$ cat src/rtl/hex_display_pkg.sv
// Shared definitions for the hex display scanner: segment lookup table and scan states.
package hex_display_pkg;

    typedef enum logic {
        BLANK = 1'b0,
        DRIVE = 1'b1
    } scan_state_e;

    // Segment patterns {a,b,c,d,e,f,g} for hex digits 0..F, bit6 = a.
    localparam logic [6:0] SEG7_HEX [0:15] = '{
        7'h7E, 7'h30, 7'h6D, 7'h79, 7'h33, 7'h5B, 7'h5F, 7'h70,
        7'h7F, 7'h7B, 7'h77, 7'h1F, 7'h4E, 7'h3D, 7'h4F, 7'h47
    };

endpackage

$ cat src/rtl/hex7_decoder.sv
// Combinational hex nibble to active-high 7-segment pattern.
module hex7_decoder
    import hex_display_pkg::*;
(
    input  logic [3:0] nibble,
    output logic [6:0] seg
);

    assign seg = SEG7_HEX[nibble];

endmodule

$ cat src/rtl/hex_display_scanner.sv
// Time-multiplexed hex 7-segment scanner with blanking gap and frame-synchronous data update.
// Define HEX_LZ_SUPPRESS_EN to blank leading zero digits (digit 0 always shown).
module hex_display_scanner
    import hex_display_pkg::*;
#(
    parameter int NUM_DIGITS   = 4,
    parameter int SCAN_DIV     = 50000,
    parameter int BLANK_CYCLES = 16
) (
    input  logic                    clk,
    input  logic                    rst_n,
    input  logic [4*NUM_DIGITS-1:0] value,
    input  logic                    load,
    input  logic [NUM_DIGITS-1:0]   blank_mask,
    input  logic [NUM_DIGITS-1:0]   dp_mask,
    output logic [6:0]              seg,
    output logic                    dp,
    output logic [NUM_DIGITS-1:0]   digit_sel,
    output logic                    frame_start
);

    localparam int VW      = 4*NUM_DIGITS;
    localparam int CNT_MAX = (SCAN_DIV > BLANK_CYCLES) ? ((SCAN_DIV > 2) ? SCAN_DIV : 2)
                                                       : ((BLANK_CYCLES > 2) ? BLANK_CYCLES : 2);
    localparam int CW      = $clog2(CNT_MAX);
    localparam int IW      = (NUM_DIGITS > 1) ? $clog2(NUM_DIGITS) : 1;

    localparam logic [CW-1:0] SCAN_LAST  = CW'(SCAN_DIV-1);
    localparam logic [CW-1:0] BLANK_LAST = CW'((BLANK_CYCLES > 0) ? BLANK_CYCLES-1 : 0);
    localparam logic [IW-1:0] IDX_LAST   = IW'(NUM_DIGITS-1);

    scan_state_e   state, state_nxt;
    logic          run;
    logic [CW-1:0] cnt, cnt_nxt;
    logic [IW-1:0] idx, idx_nxt;
    logic [VW-1:0] pending, active, active_nxt;
    logic          boundary;

    logic [NUM_DIGITS-1:0][3:0] nib;
    logic [NUM_DIGITS-1:0][6:0] dec;
    logic [NUM_DIGITS-1:0]      lz;

    logic [6:0]            seg_nxt;
    logic                  dp_nxt;
    logic [NUM_DIGITS-1:0] digit_sel_nxt;

    always_comb begin
        state_nxt = state;
        cnt_nxt   = cnt + 1'b1;
        idx_nxt   = idx;
        case (state)
            BLANK: if (BLANK_CYCLES == 0 || cnt == BLANK_LAST) begin
                state_nxt = DRIVE;
                cnt_nxt   = '0;
            end
            DRIVE: if (cnt == SCAN_LAST) begin
                state_nxt = BLANK;
                cnt_nxt   = '0;
                idx_nxt   = (idx == IDX_LAST) ? '0 : idx + 1'b1;
            end
            default: begin
                state_nxt = BLANK;
                cnt_nxt   = '0;
            end
        endcase
    end

    // A same-edge load bypasses pending so the new word lands in this frame.
    assign boundary   = run && (state == BLANK) && (state_nxt == DRIVE) && (idx == '0);
    assign active_nxt = boundary ? (load ? value : pending) : active;
    assign nib        = active_nxt;

    for (genvar g = 0; g < NUM_DIGITS; g++) begin : g_digit
        hex7_decoder u_dec (
            .nibble (nib[g]),
            .seg    (dec[g])
        );
`ifdef HEX_LZ_SUPPRESS_EN
        if (g == 0) begin : g_lz0
            assign lz[g] = 1'b0;
        end else begin : g_lzn
            assign lz[g] = (active_nxt[VW-1:4*g] == '0);
        end
`else
        assign lz[g] = 1'b0;
`endif
    end

    always_comb begin
        digit_sel_nxt = '0;
        seg_nxt       = '0;
        dp_nxt        = 1'b0;
        if (state_nxt == DRIVE) begin
            digit_sel_nxt = NUM_DIGITS'(1) << idx_nxt;
            dp_nxt        = dp_mask[idx_nxt];
            if (!blank_mask[idx_nxt] && !lz[idx_nxt])
                seg_nxt = dec[idx_nxt];
        end
    end

    // run holds the scan off for one edge so release is clean relative to clk.
    always_ff @(posedge clk or negedge rst_n) begin
        if (!rst_n) begin
            run         <= 1'b0;
            state       <= BLANK;
            cnt         <= '0;
            idx         <= '0;
            pending     <= '0;
            active      <= '0;
            seg         <= '0;
            dp          <= 1'b0;
            digit_sel   <= '0;
            frame_start <= 1'b0;
        end else begin
            run <= 1'b1;
            if (load)
                pending <= value;
            if (run) begin
                state       <= state_nxt;
                cnt         <= cnt_nxt;
                idx         <= idx_nxt;
                active      <= active_nxt;
                seg         <= seg_nxt;
                dp          <= dp_nxt;
                digit_sel   <= digit_sel_nxt;
                frame_start <= boundary;
            end
        end
    end

endmodule
$ cat config.mk
export PLATFORM = sky130hd
export DESIGN_NAME = hex_display_scanner
export DESIGN_NICKNAME = d
export VERILOG_FILES = /design/src/rtl/hex_display_pkg.sv /design/src/rtl/hex7_decoder.sv /design/src/rtl/hex_display_scanner.sv
export SDC_FILE = /design/constraint.sdc
export NUM_CORES = 1
export LEC_CHECK = 0
export CAP_MARGIN = 40
export CORE_ASPECT_RATIO = 0.8
export CORE_MARGIN = 2
export CORE_UTILIZATION = 40
export CTS_BUF_LIST = sky130_fd_sc_hd__clkbuf_8 sky130_fd_sc_hd__clkbuf_16
export CTS_CLUSTER_SIZE = 40
export DETAILED_ROUTE_END_ITERATION = 7
export PLACE_DENSITY_LB_ADDON = 0.1
export SYNTH_ARGS = -nofsm -noshare
export SYNTH_HDL_FRONTEND = slang
export SYNTH_HIERARCHICAL = 1
export SYNTH_SLANG_ARGS = --single-unit
$ cat constraint.sdc
create_clock -name clk -period 6 [get_ports clk]
set_clock_uncertainty 0.1 [all_clocks]
set_input_delay 0.9 -clock clk [delete_from_list [all_inputs] [get_ports clk]]
set_output_delay 0.9 -clock clk [all_outputs]
set_load 0.02 [all_outputs]
# Word-level counts from Yosys, hierarchy flattened
# Memories as Yosys holds them, arrays and structs flattened.
# Cells that the tools add are included.
[word_totals]
input_bits = 27
memories = 4
elab_cells = 68
romBits = 448
register_bits = 65
mem_bits_rw = 0
latchBits = 0
output_inout_bits = 13
[op_classes]
bitwise_logic = 5
multipliers = 0
n_addsub = 2
order_cmp = 5
n_reduce_logical = 7
shift = 1
eq_ne = 3
mux = 31
div = 0
[mem_list]
columns = ["name", "words", "width", "read_ports", "rd_ports_with_merged_regs", "write_ports", "line", "source"]
rows = [
  ["(name not given)", 16, 7, 1, 0, 0, "hex7_decoder.sv:9", "assign seg = SEG7_HEX[nibble];"],
  ["(name not given)", 16, 7, 1, 0, 0, "hex7_decoder.sv:9", ""],
  ["(name not given)", 16, 7, 1, 0, 0, "hex7_decoder.sv:9", ""],
  ["(name not given)", 16, 7, 1, 0, 0, "hex7_decoder.sv:9", ""],
]
[ops]
columns = ["cell", "count"]
rows = [
  ["two-way mux 7 bit", 11],
  ["two-way mux 16 bit", 4],
  ["one-hot mux 16 bit (2 select lines)", 1],
  ["greater-or-equal comparator 5 bit, second input constant", 4],
  ["inverter 4 -> 5 bit", 4],
  ["adder 16 x 1 -> 16 bit, second input constant", 1],
  ["== test 16 bit, second input constant", 1],
  ["== test 16 x 4 -> 1 bit, second input constant", 1],
  ["binary-select mux 7 bit (select 2 bit)", 1],
  ["binary-select mux 1 bit (select 2 bit)", 3],
  ["two-way mux 1 bit", 6],
  ["two-way mux 2 bit", 3],
  ["logical AND 1 bit", 4],
  ["two-way mux 4 bit", 1],
  ["left shift 1 x 2 -> 4 bit, first input constant", 1],
  ["< comparator 2 x 3 -> 1 bit, second input constant", 1],
  ["adder 2 x 1 -> 2 bit, second input constant", 1],
  ["== test 2 bit, second input constant", 1],
  ["zero test 1 bit", 2],
  ["zero test 2 bit", 1],
  ["one-hot mux 1 bit (2 select lines)", 1],
  ["inverter 1 bit", 1],
]

# Logic depth before layout (Yosys ltp)
# Gate-level depths: netlist (run 1).
[depth]
word_depth = 14
mapped_depth = 15
mapped_depth_nobuf = 13

# Hierarchy
# The synthesis (run 1) kept the hierarchy.
[modules_own_cells]
columns = ["mod", "seq_area_each_um2", "n_inst", "cells_each", "area_per_inst_um2"]
rows = [
  ["hex_display_scanner", 1626.6, 1, 269, 3175.5],
  ["hex7_decoder at g_digit[0].u_dec ...", 0.0, 3, 33, 287.8],
  ["hex7_decoder at g_digit[1].u_dec", 0.0, 1, 34, 251.5],
]

# Worst setup path before layout (run 1)
# Ideal clock, no wire load.
[synth_timing]
path_kind = "register -> register"
startpoint = "reg cnt[9]"
endpoint = "reg seg[3]"
setup_time_ns = 0.142
arrival_ns = 3.540
synth_period_minus_slack_ns = 3.782
stages_incl_launch_ff = 13
path_buffers = 2
path_slack_ns = 2.218
required_ns = 5.758
cell_sequence = "dfrtp_1 > or4_1 > nor3_1 > and4_1 > clkbuf_1 > clkbuf_1 > mux2_2 > inv_1 > ha_1 > mux4_1 > and3_1 > o21ai_0 > o221ai_1"
[synth_rtl]
columns = ["element", "line", "source"]
rows = [
  ["start: declaration", "hex_display_scanner.sv:34", "logic [CW-1:0] cnt, cnt_nxt;"],
  ["start signal: assignment", "hex_display_scanner.sv:120", "cnt <= cnt_nxt;"],
  ["end signal: assignment", "hex_display_scanner.sv:123", "seg <= seg_nxt;"],
  ["end: declaration", "hex_display_scanner.sv:16", "output logic [6:0] seg,"],
]

==> impl_metrics.yaml, run 1 <==
outcome:
  outcome: "finished, final reports clean"
critical_path:
  crit_slowest_cell: "dfrtp_1"
  cp-end-kind: "register"
  reg2reg_depth: 12
  cp.depth: 12
  cp.arrival_ps: 4460
  crit_family: "buffers and inverters"
  crit_buf_inv: 4
  worstSetupStartpointType: "register"
  crit_chain: "clkinv_1 > nor2_1 > and4_1 > buf_4 > mux2_2 > inv_1 > ha_1 > inv_1 > mux4_1 > and3_1 > o21ai_0 > o221ai_1"
  cp_data_required_time_ps: 6070
  critPathKind: "register to register"
  max_stage_delay_ps: 750
  cpMostUsedCell: "inv_1"
  path_max_fanout: 33
cts:
  cts_made_buffers: 9
  cts_sinks: 65
  postCtsHoldBufs: 0
  post-cts-setup-buffers: 0
  clock_path_buffers: 2
  worstSkewPairLatency_ps: 330
  cts_root_buf: "clkbuf_16"
  cts_tree: "done"
  clk_pin_slew_ps: 50
  h-tree-depth: 3
  ctsResizeCount: 0
sta:
  post-route-min-period_ps: 4390
  setup_viol: 0
  tightestPinTransition_ps: 800
  fmax_ghz: 0.228
  finalHoldViolCount: 0
  final.setup.tns_ps: 0
  slew_viol_final: 0
  grt_setup_unrepaired: "no"
  fin_ws_ps: 1610
  slew_headroom_pct: 46.5
  fin_crit_sh_pct: 73.1
route:
  vias: 3002
  dr.pass1.iters: 4
  ant_nets: 0
  drt_wl_total_um: 8950
  drt-initial-drc-count: 111
  viasPerCell: 5.17
  drc: 0
  wl_per_cell_um: 15.4
floorplan:
  fp.coreArea_um2: 10400
  ios: 40
  row_count: 33
  die_x_um: 120
  start_util_pct: 41.4
  die_h_um: 96.6
  die-area_um2: 11600
worst_hold_path:
  hold_path.class: "register to register"
  holdPathStages: 1
global_route:
  grt-busiest-layer: "met2"
  groute.usage.overall_pct: 16.2
  grtUsageMet1_pct: 23.0
  met3_usage_pct: 3.66
  grt_start_max_net_pins: 44
  grt_pass1_wl_um: 15000
  grt_pass1_vias: 3014
  antenna_found_initial: 0
  grt_use_met2_pct: 24.6
  grt_overflow: 0
finish:
  finalNonFillerCells: 581
  fill_cells: 967
  n_antenna_cell: 0
  final_common_cell: "dfrtp_1"
  most-common-layout-cells: "dfrtp_1, mux2_2, clkdlybuf4s50_1, ha_1, inv_1"
  drive_gt1_share_pct: 19.7
  area_growth_pct: 18.5
  nNetsFinal: 495
power:
  ir_worst_vdd_v: 0.000188
  power.density_nw_per_um2: 333
  leakagePower_nw: 2.20
  fin_total_pwr_mw: 1.69
placed_design:
  dp.cells: 566
  gp_congestion: 0.836
  place_ws_ps: 1630
  port_buffers: 39
  dp_hpwl_um: 6530
synth:
  ys_types: 52
  ys_seq_area_share_pct: 37.9
  synthFlopType: "dfrtp_1"
  syn_nets: 460
  synthCells: 402
  ys_seq_elements: 65
  synth_edf_count: 0
  async_flop_share_pct: 100
  synth_warnings: 6
  syn_area_per_cell_um2: 10.7
  syn-cell-area_um2: 4290
run:
  maxCapViolCount: 0
-- state kept, by name (all words and copies together), names as in the netlist --
signal / flops
state: 1
frame_start: 1
digit_sel: 4
idx: 2
run: 1
seg: 7
active: 16
cnt: 16
dp: 1
pending: 16
-- synthesized netlist by cell type, types with 3 or more instances --
cell type  number  area, um^2
dfrtp_1        65        1630
mux2_2         59         664
ha_1           31         388
inv_1          29         109
a21oi_1        18        90.1
mux2i_1        18         180
nor2_1         17        63.8
nand2_1        16        60.1
and3_1         12        75.1
o21ai_0        12        60.1
nor3_1         11        55.1
clkbuf_1        9        33.8
xnor2_1         9        78.8
a21boi_0        8        60.1
o221ai_1        8        70.1
nand3_1         6        30.0
buf_6           5        56.3
nand2b_1        5        31.3
o2bb2ai_1       5        43.8
and4_1          4        35.0
buf_2           4        20.0
a31o_1          3        26.3
mux4_1          3        78.8
nand3b_1        3        22.5
nor2b_1         3        18.8
o31a_2          3        30.0
o32a_1          3        30.0
or2b_1          3        22.5
-- worst reg2reg max path, delay by kind of cell (launching register included) --
kind / cells / cell delay (ps)
muxes: 2 / 950
DFF: 1 / 750
AOI/OAI and AO/OA: 2 / 290
and+or+nand+nor: 3 / 760
adders and majority gates: 1 / 260
buffers and inverters: 4 / 1120
-- area by class of cell --
class | instances | area, um^2 | area share, %
sequential | 65 | 1630 | 32.0
clock buffer | 11 | 253 | 4.97
inverter | 30 | 113 | 2.22
clock inverter | 4 | 43.8 | 0.861
timing repair buffer | 43 | 435 | 8.57
tap | 140 | 175 | 3.45
multi-input combinational | 288 | 2440 | 47.9
-- metrics by stage --
step	area (um^2)	util, %	hold WS, ps
2_1_floorplan	4290	-	351
6_report	5080	49.1	391
4_1_cts	5080	49.1	389
5_1_grt	5080	49.1	416
3_5_place_dp	4790	46.2	372
3_3_place_gp	4760	45.9	378
-- worst paths after layout --
kind                       slack (ps)          to  startpoint
hold / removal                    390     cnt[13]     cnt[13]
min in group asynchronous         460  pending[2]       rst_n
hold reg to reg                   390     cnt[13]     cnt[13]
setup reg to reg                 1610      seg[3]         run
setup / recovery                 1610      seg[3]         run
max in group asynchronous        4830      seg[5]       rst_n
-- cell families (layout without fill, tap and decap cells) --
kind of cell | after synthesis | after routing | share of synthesized area (%)
AOI/OAI and AO/OA | 72 | 72 | 11.8
muxes | 80 | 80 | 21.5
DFF | 65 | 65 | 37.9
other | 1 | 1 | 0.0874
buffers and inverters | 49 | 88 | 5.28
adders and majority gates | 31 | 31 | 9.04
xor gates and xnor gates | 11 | 11 | 2.25
and+or+nand+nor | 93 | 93 | 12.1
-- routing by layer --
metal / wire [um] / vias up
li1: - / 1502
met3: 302 / 7
met5: 0 / -
met1: 4530 / 1445
met2: 4040 / 48
met4: 83 / 0
-- power by group --
part | internal, mW | leakage (nW) | total [mW] | switching (mW)
Clock | 0.339 | 0.153 | 0.525 | 0.186
Combinational | 0.299 | 1.20 | 0.597 | 0.298
Sequential | 0.516 | 0.849 | 0.572 | 0.0562
No activity file was read; power rests on OpenSTA's default activity.
==> run 2: changes to the inputs <==
==> constraint.sdc (replaced) <==
create_clock -name clk -period 3.7 [get_ports clk]
set_clock_uncertainty 0.1 [all_clocks]
set_input_delay 0.555 -clock clk [delete_from_list [all_inputs] [get_ports clk]]
set_output_delay 0.555 -clock clk [all_outputs]
set_load 0.02 [all_outputs]
==> run 2 against run 1 <==
  * Total power increased by 60%
  * Critical endpoint unchanged
  * Clock power increased by 47%
  * Sequential power increased by 61%
  * Cell area increased by 2.0%
  * Flip-flop and latch count unchanged
  * Critical path depth decreased by 1
  * Cell count increased by 2.1%
  * Register-to-register slack got worse by 1400 ps
  * Critical path type unchanged
  * Largest power group unchanged
  * Clock-buffer cell count increased by 1
  * Fmax increased by 24%
==> impl_metrics.yaml, run 2 (synthesis results as in run 1) <==
critical_path:
  cp-end-kind: "register"
  worstReg2RegEnd: "seg[3]"
  critPathKind: "register to register"
  path_max_fanout: 17
  cp_data_required_time_ps: 3790
  reg2reg_depth: 11
  regToRegSetupSlack_ps: 170
  reg2reg_from: "cnt[14]"
  worstSetupStartpointType: "register"
  cp.arrival_ps: 3610
route:
  vias: 3075
  dr.pass1.iters: 4
  drt_wl_total_um: 9060
  viasPerCell: 5.19
  drc: 0
  ant_nets: 0
  wl_per_cell_um: 15.3
  drt-initial-drc-count: 119
outcome:
  outcome: "finished, final reports clean"
sta:
  fin_ws_ps: 174
  tightestPinTransition_ps: 782
  slew_viol_final: 0
  setup_viol: 0
  post-route-min-period_ps: 3530
  slew_headroom_pct: 47.4
  fin_crit_sh_pct: 95.3
  fmax_ghz: 0.284
  finalHoldViolCount: 0
finish:
  drive_gt1_share_pct: 22.1
  area_growth_pct: 20.9
  multiInputGateArea_um2: 2440
  utilization_pct: 50.0
  n_antenna_cell: 0
  most-common-layout-cells: "dfrtp_1, mux2_2, clkdlybuf4s50_1, ha_1, inv_1"
  nNetsFinal: 509
  final_common_cell: "dfrtp_1"
  reg_top3: "active x16, cnt x16, pending x16"
  seqCellArea_um2: 1630
  fill_cells: 977
floorplan:
  die_x_um: 120
  ios: 40
  row_count: 33
  die_h_um: 96.6
  fp.coreArea_um2: 10400
  start_util_pct: 41.4
  die-area_um2: 11600
cts:
  post-cts-setup-buffers: 0
  h-tree-depth: 3
  cts_sinks: 65
  cts_made_buffers: 9
  cts_tree: "done"
  clk_pin_slew_ps: 50
  cts_root_buf: "clkbuf_16"
  worstSkewPairLatency_ps: 320
  clock_path_buffers: 2
global_route:
  groute.usage.overall_pct: 16.7
  grt_pass1_wl_um: 15400
  grt_overflow: 0
  antenna_found_initial: 0
  grt_pass1_vias: 3081
  grt_start_max_net_pins: 28
placed_design:
  place_ws_ps: 125
  dp_hpwl_um: 6880
  gp_congestion: 0.795
  port_buffers: 39
worst_hold_path:
  hold_path.class: "input pin to asynchronous set/reset pin"
power:
  ir_worst_vdd_v: 0.000254
  fin_total_pwr_mw: 2.71
  leakagePower_nw: 2.26
  power.density_nw_per_um2: 522
run:
  maxCapViolCount: 0
[run 2: power by group]
group          switching, mW  leakage, nW  internal, mW
Sequential            0.0814        0.849         0.837
Clock                  0.280        0.138         0.494
Combinational          0.507         1.28         0.509
[run 2: what timing repair did]
action | CTS | global route
endpoints found under the setup margin | 0 | 1
hold buffers | 0 | 0
gates resized for setup | 0 | 1
[run 2: how the worst max path moves through the flow]
stage	start	end	slack (ps)	depth (start not counted)
6_report	cnt[14]	seg[3]	170	11
5_1_grt	cnt[14]	seg[3]	-30	12
3_3_place_gp	load	seg[3]	170	10
4_1_cts	cnt[14]	seg[3]	140	12
2_1_floorplan	cnt[9]	seg[3]	50	12
3_5_place_dp	load	seg[3]	130	10
[run 2: cell type report]
type,instances,share of cell area (%)
clock inverters,1,0.0724
repair buffers,57,10.8
well taps,140,3.38
inverters,30,2.17
multi-input cells,288,47.1
flip-flops and latches,65,31.4
clock buffers,12,5.14
[run 2: metal layers]
layer  track usage, %  share of wire [%]  up-vias
met5                0                  0        -
met3             4.25                4.8       11
li1                 -                  -     1535
met1             24.9                 52     1455
met4             4.80               0.73        0
met2             23.7                 42       74
[run 2: metrics by stage]
step | hold WS (ps) | TNS [ps] | instance area [um^2] | instances
after floorplan | 159 | 0 | 4290 | 402
after global placement | 375 | 0 | 4890 | 579
after detailed placement | 374 | 0 | 4910 | 580
after CTS | 89.7 | 0 | 5180 | 593
after global routing | 107 | -26.3 | 5180 | 593
final | 84.3 | 0 | 5180 | 593
[run 2: critical path, stage by stage (launching register included)]
cell and delay [ps]:
dfrtp_1 410, or4_1 530, nor3_2 190, and4_1 270, buf_12 160, mux2_2 390
inv_1 140, ha_1 280, mux4_1 480, and3_1 150, o21ai_0 150, o221ai_1 130
==> run 3: changes to the inputs <==
--- a/config.mk
+++ b/config.mk
@@ -12,7 +12,10 @@
 export CTS_BUF_LIST = sky130_fd_sc_hd__clkbuf_8 sky130_fd_sc_hd__clkbuf_16
 export CTS_CLUSTER_SIZE = 40
 export DETAILED_ROUTE_END_ITERATION = 7
+export GPL_ROUTABILITY_DRIVEN = 0
 export PLACE_DENSITY_LB_ADDON = 0.1
+export SKIP_LAST_GASP = 1
+export SLEW_MARGIN = 40
 export SYNTH_ARGS = -nofsm -noshare
 export SYNTH_HDL_FRONTEND = slang
 export SYNTH_HIERARCHICAL = 1
==> run 3 against run 2 <==
  * Flip-flop and latch count stayed put
  * Combinational power hardly changed
  * Clock-buffer cell count stayed put
  * Clock power hardly changed
  * Sequential power hardly changed
  * Global-route usage hardly changed
  * Non-clock buffer count is 1 lower
  * Critical endpoint unchanged
  * Largest cell class unchanged
==> impl_metrics.yaml, run 3 (synthesis results as in run 1) <==
sta:
  fin_crit_sh_pct: 94.9
  post-route-min-period_ps: 3510
  setup_viol: 0
  grt_setup_unrepaired: "no"
  final.setup.tns_ps: 0
  slew_headroom_pct: 46.8
  slew_viol_final: 0
  whs_ps: 135
  finalHoldViolCount: 0
  tightestPinTransition_ps: 791
  fmax_ghz: 0.285
critical_path:
  cp-end-kind: "register"
  worstReg2RegEnd: "seg[3]"
  path_max_fanout: 17
  regToRegSetupSlack_ps: 190
  cp_data_required_time_ps: 3790
  worstSetupStartpointType: "register"
  critPathKind: "register to register"
  reg2reg_depth: 11
  cp.arrival_ps: 3600
  reg2reg_from: "cnt[14]"
route:
  vias: 3115
  drt_wl_total_um: 9090
  dr.pass1.iters: 5
  drc: 0
  wl_per_cell_um: 15.4
  met2_wirelength_um: 3850
  dr_wl_met3_um: 374
  drt-initial-drc-count: 138
  highest_layer: "met4"
  viasPerCell: 5.26
  ant_nets: 0
  wl_met1_um: 4760
finish:
  most-common-layout-cells: "dfrtp_1, mux2_2, clkdlybuf4s50_1, inv_1, ha_1"
  n_antenna_cell: 0
  seqCellArea_um2: 1630
  utilization_pct: 49.9
  drive_gt1_share_pct: 22.1
  area_growth_pct: 20.5
  multiInputGateArea_um2: 2440
  nNetsFinal: 508
  finalNonFillerCells: 592
  reg_top3: "active x16, cnt x16, pending x16"
  fill_cells: 975
  final_common_cell: "dfrtp_1"
outcome:
  outcome: "finished, final reports clean"
power:
  combPwrFrac_pct: 37.5
  internal_power_mw: 1.84
  ir_worst_vdd_v: 0.000250
  seqPwrFrac_pct: 33.9
  power.density_nw_per_um2: 524
  p_switching_mw: 0.869
  clock_power_share_pct: 28.6
  fin_total_pwr_mw: 2.71
  switching_share_pct: 32.1
  leakagePower_nw: 2.25
worst_hold_path:
  hold_path.class: "input pin to asynchronous set/reset pin"
floorplan:
  die_x_um: 120
  die_h_um: 96.6
  row_count: 33
  ios: 40
  fp.coreArea_um2: 10400
  start_util_pct: 41.4
  die-area_um2: 11600
cts:
  worstSkewPairLatency_ps: 330
  clock_path_buffers: 2
  clk_pin_slew_ps: 50
  cts_tree: "done"
  cts_root_buf: "clkbuf_16"
  h-tree-depth: 3
  cts_made_buffers: 9
  cts_sinks: 65
global_route:
  antenna_found_initial: 0
  groute.usage.overall_pct: 16.7
  grt_pass1_wl_um: 15300
  grt_start_max_net_pins: 45
  grt_pass1_vias: 3022
  grt_overflow: 0
placed_design:
  dp_hpwl_um: 6820
  dp.cells: 579
  port_buffers: 39
run:
  maxCapViolCount: 0
run 3: power groups by stage:
stage / clock network, mW / registers (mW) / logic (mW)
after floorplan: 0 / 0.951 / 0.696
after detailed placement: 0 / 0.929 / 1.01
after global routing: 0.828 / 0.936 / 1.13
after global placement: 0 / 0.928 / 0.992
final: 0.774 / 0.919 / 1.01
after CTS: 0.799 / 0.920 / 1.01
run 3: per-layer routing:
| metal | global-route usage, % | vias up |
|---|---|---|
| met1 | 24.5 | 1507 |
| met5 | 0 | - |
| met2 | 23.7 | 65 |
| met4 | 5.79 | 0 |
| met3 | 4.25 | 8 |
| li1 | - | 1535 |
run 3: worst max path at each step:
stage	start	endpoint	slack (ps)	cells past startpoint
floorplan	cnt[9]	seg[3]	50	12
global placement	load	seg[3]	170	10
detailed placement	load	seg[3]	120	10
CTS	cnt[14]	seg[3]	140	12
global route	cnt[14]	seg[3]	40	12
finish	cnt[14]	seg[3]	190	11
run 3: repair_timing:
action	4_1_cts	5_1_grt
setup buffers	0	0
hold buffers	0	0
setup endpoints to repair	0	1
resized for setup	0	2
endpoints found under the hold margin	0	0
run 3: area by class of cell:
cell class | count | share of cell area [%]
Clock buffer | 12 | 5.15
Clock inverter | 1 | 0.0726
Inverter | 30 | 2.18
Multi-Input combinational cell | 288 | 47.3
Sequential cell | 65 | 31.5
Tap cell | 140 | 3.39
Timing Repair Buffer | 56 | 10.5
run 3: critical path, stage by stage (launching register included):
cell and delay [ps]:
dfrtp_1 410, or4_1 520, nor3_2 170, and4_1 270
buf_12 160, mux2_2 390, inv_1 160, ha_1 280
mux4_1 480, and3_1 150, o21ai_0 150, o221ai_1 130
run 3: stage by stage:
| stage | area, um^2 | setup slack, ps |
|---|---|---|
| 2_1_floorplan | 4290 | 46.7 |
| 3_3_place_gp | 4890 | 173 |
| 3_5_place_dp | 4890 | 121 |
| 4_1_cts | 5160 | 141 |
| 5_1_grt | 5170 | 43.2 |
| 6_report | 5170 | 189 |
